File: src/rtl/sync_delay_pkg.sv
// Shared types and helpers for the sync/blank delay controller.
// The state enum, the default idle level of the sync bundle and the
// delay clamp are used by both the controller and the bench.
package sync_delay_pkg;

    // Controller phases:
    // FLUSH   - output parked at the idle level while the tap line refills.
    // RUN     - delayed sync bundle is passed through.
    // PENDING - new delay waits for the next frame boundary.
    typedef enum logic [1:0] {
        FLUSH   = 2'd0,
        RUN     = 2'd1,
        PENDING = 2'd2
    } state_e;

    // Idle level of {blank, vsync, hsync}: syncs inactive-high, blank low.
    localparam logic [2:0] IDLE_LEVEL_DEFAULT = 3'b011;

    // Map any requested delay into the supported range 1..max_d.
    function automatic int clamp_delay(input int req, input int max_d);
        if (req < 1) begin
            return 1;
        end
        if (req > max_d) begin
            return max_d;
        end
        return req;
    endfunction

endpackage : sync_delay_pkg

File: src/rtl/sync_delay_tap_line.sv
// Variable-tap shift line for the sync/blank bundle.
// The line shifts unconditionally every cycle; only the tap select moves.
// Total latency from din to tap_out is exactly tap_sel register stages:
// tap_sel=1 is a single register, tap_sel=k uses k-1 line stages plus
// the registered tap. The deepest tap therefore needs DEPTH-1 line stages.
module delay_tap_line #(
    parameter int                N_SIG      = 3,
    parameter int                DEPTH      = 16,
    parameter int                DW         = 5,
    parameter logic [N_SIG-1:0]  IDLE_LEVEL = '0
) (
    input  logic             clk,
    input  logic             rst_n,
    input  logic [N_SIG-1:0] din,
    input  logic [DW-1:0]    tap_sel,
    output logic [N_SIG-1:0] tap_out
);

    localparam int STAGES = DEPTH - 1;

    logic [N_SIG-1:0] line_q [STAGES];
    logic [N_SIG-1:0] tap_d;
    logic [N_SIG-1:0] tap_q;

    // Free-running shift line, cleared to the idle level on reset.
    always_ff @(posedge clk or negedge rst_n) begin
        if (!rst_n) begin
            for (int i = 0; i < STAGES; i++) begin
                line_q[i] <= IDLE_LEVEL;
            end
        end else begin
            line_q[0] <= din;
            for (int i = 1; i < STAGES; i++) begin
                line_q[i] <= line_q[i-1];
            end
        end
    end

    // Tap select: delay 1 takes din directly, delay k takes stage k-2.
    always_comb begin
        tap_d = din;
        for (int i = 0; i < STAGES; i++) begin
            if (int'(tap_sel) == i + 2) begin
                tap_d = line_q[i];
            end
        end
    end

    // Registered tap output so the selected delay is glitch-free.
    always_ff @(posedge clk or negedge rst_n) begin
        if (!rst_n) begin
            tap_q <= IDLE_LEVEL;
        end else begin
            tap_q <= tap_d;
        end
    end

    assign tap_out = tap_q;

endmodule : delay_tap_line

File: src/rtl/sync_delay_ctrl.sv
// Runtime-programmable delay controller for the VGA sync/blank bundle.
// A new delay is accepted through a valid/ready handshake, held until the
// next frame boundary (vsync 0->1), then applied behind a flush window in
// which sig_out is parked at IDLE_LEVEL for exactly the new delay, so the
// monitor never sees a torn sync edge in mid-frame.
// Optional build macro: SYNC_DELAY_HALF_CYCLE_EN adds a falling-edge
// retiming register on sig_out (latency D + 0.5 cycles).
module sync_delay_ctrl
    import sync_delay_pkg::*;
#(
    parameter int               N_SIG         = 3,
    parameter int               MAX_DELAY     = 16,
    parameter int               DEFAULT_DELAY = 4,
    parameter int               FRAME_BIT     = 1,
    parameter logic [N_SIG-1:0] IDLE_LEVEL    = N_SIG'(IDLE_LEVEL_DEFAULT),
    localparam int              DW            = $clog2(MAX_DELAY + 1)
) (
    input  logic             clk,
    input  logic             rst_n,
    input  logic [N_SIG-1:0] sig_in,
    output logic [N_SIG-1:0] sig_out,
    input  logic [DW-1:0]    cfg_delay,
    input  logic             cfg_valid,
    output logic             cfg_ready,
    output logic [DW-1:0]    active_delay,
    output logic             busy,
    output state_e           dbg_state
);

    localparam logic [DW-1:0] RST_DELAY = DW'(clamp_delay(DEFAULT_DELAY, MAX_DELAY));
    localparam logic          IDLE_FB   = IDLE_LEVEL[FRAME_BIT];

    // Handshake: a request transfers on a rising edge where cfg_valid and
    // cfg_ready are both high. cfg_ready is a register; it is low in FLUSH
    // and also low in the PENDING cycle in which the frame edge is acted on,
    // so a request offered in that cycle is simply not taken and must be
    // re-offered. cfg_delay is only looked at when a transfer happens.

    state_e          state_q, state_d;
    logic [DW-1:0]   cnt_q, cnt_d;
    logic [DW-1:0]   pend_q, pend_d;
    logic [DW-1:0]   act_q, act_d;
    logic            ready_q, ready_d;
    logic            busy_q;
    logic            out_idle_q;
    logic            fb_q, fb_prev_q;

    logic            frame_edge;
    logic            edge_next;
    logic            handshake;
    logic [DW-1:0]   req_clamped;
    logic [N_SIG-1:0] tap_w;
    logic [N_SIG-1:0] out_mux;

    // The frame bit is sampled into fb_q; the edge is formed from that
    // sample and the one before, so it is known one cycle ahead and the
    // registered cfg_ready can already be low in the cycle it is used.
    assign frame_edge  = fb_q & ~fb_prev_q;
    assign edge_next   = sig_in[FRAME_BIT] & ~fb_q;
    assign handshake   = cfg_valid & ready_q;
    assign req_clamped = DW'(clamp_delay(int'(cfg_delay), MAX_DELAY));

    // Next-state logic for the FLUSH / RUN / PENDING sequencer.
    always_comb begin
        state_d = state_q;
        cnt_d   = cnt_q;
        pend_d  = pend_q;
        act_d   = act_q;
        unique case (state_q)
            FLUSH: begin
                if (cnt_q <= DW'(1)) begin
                    state_d = RUN;
                end else begin
                    cnt_d = cnt_q - DW'(1);
                end
            end
            RUN: begin
                if (handshake) begin
                    pend_d  = req_clamped;
                    state_d = PENDING;
                end
            end
            PENDING: begin
                if (frame_edge) begin
                    act_d   = pend_q;
                    cnt_d   = pend_q;
                    state_d = FLUSH;
                end else if (handshake) begin
                    pend_d = req_clamped;
                end
            end
            default: begin
                state_d = FLUSH;
                cnt_d   = act_q;
            end
        endcase
    end

    // Ready for the coming cycle: never in FLUSH, and not in the PENDING
    // cycle where the frame edge will switch to the pending delay.
    assign ready_d = (state_d != FLUSH) && !((state_d == PENDING) && edge_next);

    // Sequencer state plus its registered outputs and the edge samples.
    always_ff @(posedge clk or negedge rst_n) begin
        if (!rst_n) begin
            state_q    <= FLUSH;
            cnt_q      <= RST_DELAY;
            pend_q     <= RST_DELAY;
            act_q      <= RST_DELAY;
            ready_q    <= 1'b0;
            busy_q     <= 1'b1;
            out_idle_q <= 1'b1;
            fb_q       <= IDLE_FB;
            fb_prev_q  <= IDLE_FB;
        end else begin
            state_q    <= state_d;
            cnt_q      <= cnt_d;
            pend_q     <= pend_d;
            act_q      <= act_d;
            ready_q    <= ready_d;
            busy_q     <= (state_d != RUN);
            out_idle_q <= (state_q == FLUSH);
            fb_q       <= sig_in[FRAME_BIT];
            fb_prev_q  <= fb_q;
        end
    end

    delay_tap_line #(
        .N_SIG      (N_SIG),
        .DEPTH      (MAX_DELAY),
        .DW         (DW),
        .IDLE_LEVEL (IDLE_LEVEL)
    ) u_tap_line (
        .clk     (clk),
        .rst_n   (rst_n),
        .din     (sig_in),
        .tap_sel (act_q),
        .tap_out (tap_w)
    );

    // Both mux inputs are registers updated on the same edge, so the
    // switch into and out of the idle level lines up with a clock edge.
    assign out_mux = out_idle_q ? IDLE_LEVEL : tap_w;

`ifdef SYNC_DELAY_HALF_CYCLE_EN
    logic [N_SIG-1:0] out_neg_q;

    // Falling-edge retiming stage in front of the pads.
    always_ff @(negedge clk or negedge rst_n) begin
        if (!rst_n) begin
            out_neg_q <= IDLE_LEVEL;
        end else begin
            out_neg_q <= out_mux;
        end
    end

    assign sig_out = out_neg_q;
`else
    assign sig_out = out_mux;
`endif

    assign cfg_ready    = ready_q;
    assign busy         = busy_q;
    assign active_delay = act_q;
    assign dbg_state    = state_q;

endmodule : sync_delay_ctrl

File: config.mk
export PLATFORM = sky130hd
export DESIGN_NAME = sync_delay_ctrl
export DESIGN_NICKNAME = d
export VERILOG_FILES = /design/src/rtl/sync_delay_pkg.sv /design/src/rtl/sync_delay_tap_line.sv /design/src/rtl/sync_delay_ctrl.sv
export SDC_FILE = /design/constraint.sdc
export NUM_CORES = 1
export LEC_CHECK = 0
export BUFFER_PORTS_ARGS = -buffer_cell sky130_fd_sc_hd__buf_2
export CAP_MARGIN = 20
export CORE_MARGIN = 10
export CORE_UTILIZATION = 35
export CTS_CLUSTER_SIZE = 30
export DETAILED_ROUTE_END_ITERATION = 7
export PLACE_DENSITY = 0.54
export SLEW_MARGIN = 25
export SYNTH_ARGS = -nofsm -noshare
export SYNTH_HDL_FRONTEND = slang
export SYNTH_SLANG_ARGS = --single-unit
File: constraint.sdc
create_clock -name clk -period 1.55 [get_ports clk]
set_input_delay 0 -clock clk [delete_from_list [all_inputs] [get_ports clk]]
set_output_delay 0 -clock clk [all_outputs]
set_load 0.005 [all_outputs]
==> run_summary.xml <==
<?xml version="1.0" encoding="UTF-8"?>
<metrics>
  <group name="pwr">
    <metric name="switching_share" unit="%">36.0</metric>
    <metric name="seqPwrFrac" unit="%">33.9</metric>
    <metric name="static-leakage-power" unit="nW">1.65</metric>
    <metric name="pwr-share-comb" unit="%">47.8</metric>
    <metric name="pwr-share-clk" unit="%">18.3</metric>
    <metric name="internal-power" unit="mW">4.76</metric>
    <metric name="total_switching_power" unit="mW">2.68</metric>
    <metric name="worst_vdd_rail_ir_drop" unit="mV">0.747</metric>
    <metric name="p_per_area" unit="nW/µm²">1880</metric>
  </group>
  <group name="die">
    <metric name="initial_utilization" unit="%">35.6</metric>
    <metric name="row_count" unit="">34</metric>
    <metric name="core" unit="µm²">8590</metric>
    <metric name="chipHeight" unit="µm">113</metric>
    <metric name="design.die.area" unit="µm²">12900</metric>
    <metric name="io-pin-count" unit="">23</metric>
    <metric name="floorplan.die.width" unit="µm">113</metric>
  </group>
  <group name="synthesis">
    <metric name="synth_top_area_share" unit="%">31.8</metric>
    <metric name="synth.area.mux_share" unit="%">3.85</metric>
    <metric name="synthFlopType" unit="">dfstp_2</metric>
    <metric name="synth_seq_area_share" unit="%">57.2</metric>
    <metric name="synthesized_instance_count" unit="">277</metric>
    <metric name="ys_seq_elements" unit="">68</metric>
    <metric name="synth_enable_flop_cells" unit="">0</metric>
    <metric name="synth-xor-area-share" unit="%">0</metric>
    <metric name="synth.lib_cells_used.distinct" unit="">58</metric>
    <metric name="postSynth.asyncResetShare" unit="%">100</metric>
    <metric name="synth_compound_area_share" unit="%">16.9</metric>
    <metric name="netlist_area" unit="µm²">3060</metric>
    <metric name="synthesis.yosys.warnings" unit="">0</metric>
    <metric name="synth-adder-area-share" unit="%">0.819</metric>
    <metric name="synth_simple_gate_area_share" unit="%">17.6</metric>
    <metric name="netlist.top_cell.by_area" unit="">dfstp_2</metric>
    <metric name="mappedNetlistNets" unit="">290</metric>
    <metric name="syn_area_per_cell" unit="µm²">11.0</metric>
    <metric name="ys_top_cells_by_area" unit="">dfstp_2 (32%), dfrtp_1 (25%), o21ai_0 (3.8%), a21oi_1 (2.6%), nor2_1 (2.5%)</metric>
    <metric name="synth_top_family_by_area" unit="">simple AND/OR/NAND/NOR gates</metric>
  </group>
  <group name="route">
    <metric name="detail_route.wirelength" unit="µm">7220</metric>
    <metric name="route.detailed.vias_per_inst" unit="">5.04</metric>
    <metric name="antenna_violating_nets_post_route" unit="">0</metric>
    <metric name="detailroute.via_count" unit="">2334</metric>
    <metric name="drc" unit="">0</metric>
    <metric name="drt_pass1_iterations" unit="">4</metric>
    <metric name="detail_route.iter0.violations" unit="">124</metric>
    <metric name="average_wire_length_per_cell_after_detail_routing" unit="µm">15.6</metric>
  </group>
  <group name="place">
    <metric name="buffer_ports.inserted" unit="">22</metric>
    <metric name="place_hpwl" unit="µm">5140</metric>
    <metric name="dp_worst_setup_slack" unit="ps">-214</metric>
    <metric name="routabilityCongestion" unit="">0.819</metric>
  </group>
  <group name="timing">
    <metric name="holdWs" unit="ps">29.0</metric>
    <metric name="setup_ws" unit="ps">-207</metric>
    <metric name="clock.fmax" unit="GHz">0.569</metric>
    <metric name="final_hold_viol_count" unit="">0</metric>
    <metric name="timing.clock.skew" unit="ps">8.78</metric>
    <metric name="relative_slew_slack" unit="%">75.0</metric>
    <metric name="setup_total_negative_slack" unit="ps">-602</metric>
    <metric name="setup_viol" unit="">3</metric>
    <metric name="rsz0062_at_grt" unit="">true</metric>
    <metric name="fin_crit_sh" unit="%">113</metric>
    <metric name="worst_margin_pin_slew" unit="ps">371</metric>
    <metric name="slew_viol_final" unit="">0</metric>
    <metric name="post-route-min-period" unit="ps">1760</metric>
  </group>
  <group name="clocking">
    <metric name="cts_max_level" unit="">3</metric>
    <metric name="tritoncts_num_sinks" unit="">68</metric>
    <metric name="root_buffer" unit="">clkbuf_8</metric>
    <metric name="cts_tree" unit="">done</metric>
    <metric name="clkTransAtPathRegs" unit="ps">70</metric>
    <metric name="cts-buffers-inserted" unit="">9</metric>
    <metric name="clock_path_buffers" unit="">2</metric>
    <metric name="clk-insertion-delay-late" unit="ps">340</metric>
  </group>
  <group name="cells_and_area">
    <metric name="final_net_count" unit="">364</metric>
    <metric name="n_antenna_cell" unit="">0</metric>
    <metric name="mostFrequentLayoutCell" unit="">buf_4</metric>
    <metric name="flow.area_growth_from_synthesis" unit="%">29.6</metric>
    <metric name="most-common-layout-cells" unit="">buf_4 (44), dfstp_2 (37), dfrtp_1 (30), buf_2 (22), o21ai_0 (21)</metric>
    <metric name="final_layout_size_suffix_gt1_share" unit="%">42.3</metric>
  </group>
  <group name="critical_path">
    <metric name="arrival_time_at_the_worst_endpoint" unit="ps">2020</metric>
    <metric name="depth_of_the_worst_register_to_register_path" unit="">6</metric>
    <metric name="worst-path-max-fanout" unit="">15</metric>
    <metric name="worstReg2RegEnd" unit="">u_tap_line.tap_out[0]$_DFF_PN1_</metric>
    <metric name="cp_data_required_time" unit="ps">1810</metric>
    <metric name="critPathKind" unit="">register to register</metric>
    <metric name="r2r_start" unit="">active_delay[2]$_DFFE_PN1P_</metric>
    <metric name="critical_path.startpoint_type" unit="">register</metric>
    <metric name="critical_path.endpoint_type" unit="">register</metric>
    <metric name="reg2reg_slack" unit="ps">-210</metric>
  </group>
  <group name="status">
    <metric name="failed_checks" unit="">negative setup slack</metric>
    <metric name="outcome" unit="">finished with violations</metric>
  </group>
  <group name="global_route">
    <metric name="via_count_of_the_first_global_routing_pass" unit="">2381</metric>
    <metric name="overflow" unit="">0</metric>
    <metric name="antenna_found_initial" unit="">0</metric>
    <metric name="groute.usage.overall" unit="%">11.7</metric>
    <metric name="grt_max_degree" unit="">69</metric>
    <metric name="grt_first_pass_wirelength" unit="µm">12200</metric>
  </group>
  <group name="flow_run">
    <metric name="timing.max_cap.violations" unit="">0</metric>
  </group>
  <group name="worst_hold_path">
    <metric name="min_delay_worst_endpoint" unit="">dbg_state[1]$_DFF_PN0_</metric>
    <metric name="min_path_type" unit="">primary input to register</metric>
    <metric name="min_from" unit="">cfg_valid</metric>
    <metric name="hold-path-cell-count" unit="">3</metric>
  </group>
</metrics>
[cells in the mapped netlist, types with 3 or more instances]
cell type	number
a211oi_1	4
a21oi_1	16
buf_2	9
clkbuf_1	6
dfrtp_1	31
dfstp_2	37
inv_1	10
mux2_2	6
mux2i_1	5
nand2_1	14
nand2b_1	7
nand3b_1	6
nor2_1	20
nor2b_1	11
nor3_1	7
nor3b_1	3
o211ai_1	3
o21a_1	3
o21ai_0	23
o22ai_1	4
o31ai_1	3
or2_2	3
[what timing repair did]
| item | 4_1_cts | 5_1_grt |
|---|---|---|
| buffers inserted | 1 | 0 |
| pin swaps | 0 | 2 |
| endpoints found under the hold margin | 77 | 0 |
| setup endpoints to repair | 5 | 13 |
| gates resized for setup | 4 | 11 |
| gates cloned | 0 | 0 |
| hold buffers | 9 | 0 |
[layer usage]
| metal | part of all wire [%] | track usage [%] | up-vias |
|---|---|---|---|
| met2 | 44 | 16.7 | 51 |
| met4 | 2.2 | 6.18 | 0 |
| met5 | 0 | 0 | - |
| li1 | - | - | 1142 |
| met3 | 4.4 | 3.25 | 14 |
| met1 | 49 | 15.7 | 1127 |
[power by group through the flow]
stage	Combinational (mW)	Clock, mW	Sequential, mW
global placement	3.39	0	2.53
global route	3.94	1.50	2.57
finish	3.56	1.37	2.52
CTS	3.44	1.41	2.51
detailed placement	3.38	0	2.55
floorplan	1.91	0	2.48
[how the worst max path moves through the flow]
stage                                           start                              end
after floorplan           active_delay[1]$_DFFE_PN0P_  u_tap_line.tap_out[2]$_DFF_PN0_
after global placement    active_delay[1]$_DFFE_PN0P_  u_tap_line.tap_out[2]$_DFF_PN0_
after detailed placement  active_delay[2]$_DFFE_PN1P_  u_tap_line.tap_out[1]$_DFF_PN1_
after CTS                 active_delay[2]$_DFFE_PN1P_  u_tap_line.tap_out[1]$_DFF_PN1_
after global routing      active_delay[2]$_DFFE_PN1P_  u_tap_line.tap_out[1]$_DFF_PN1_
final                     active_delay[2]$_DFFE_PN1P_  u_tap_line.tap_out[0]$_DFF_PN1_
[flip-flops by register name (all words and copies together) (netlist names)]
name	flops
cnt_q	5
cfg_ready	1
busy	1
out_idle_q	1
dbg_state	2
u_tap_line.tap_out	3
active_delay	5
u_tap_line.line_q	45
pend_q	5
[metrics by stage]
stage | instance area [µm²] | utilization, % | cells | total power [mW]
after detailed placement | 3620 | 42.2 | 438 | 5.93
final | 3960 | 46.1 | 463 | 7.44
after global placement | 3620 | 42.2 | 438 | 5.92
after global routing | 3960 | 46.1 | 463 | 8.01
after CTS | 3910 | 45.5 | 463 | 7.37
after floorplan | 3060 | - | 277 | 4.39
[worst max-delay path, stage by stage, from the launching register on]
cell	delay, ps
dfstp_2	580
buf_4	230
nand4bb_1	140
a21boi_1	70
o32ai_1	350
a211oi_1	120
o211ai_1	190
[cell type report]
cell class | instances | area [µm²]
Clock buffer | 14 | 183
Timing Repair Buffer | 79 | 594
Clock inverter | 1 | 5.00
Inverter | 11 | 41.3
Multi-Input combinational cell | 182 | 1250
Sequential cell | 68 | 1750
Tap cell | 108 | 135
Fill cell | 828 | 4630
[kinds of logic after synthesis]
| family | count (synthesis) |
|---|---|
| buf+inv | 27 |
| fa+ha+maj | 2 |
| flops | 68 |
| mux | 11 |
| simple gates | 91 |
| compound gates | 78 |
No activity file was read; power rests on OpenSTA's default activity.
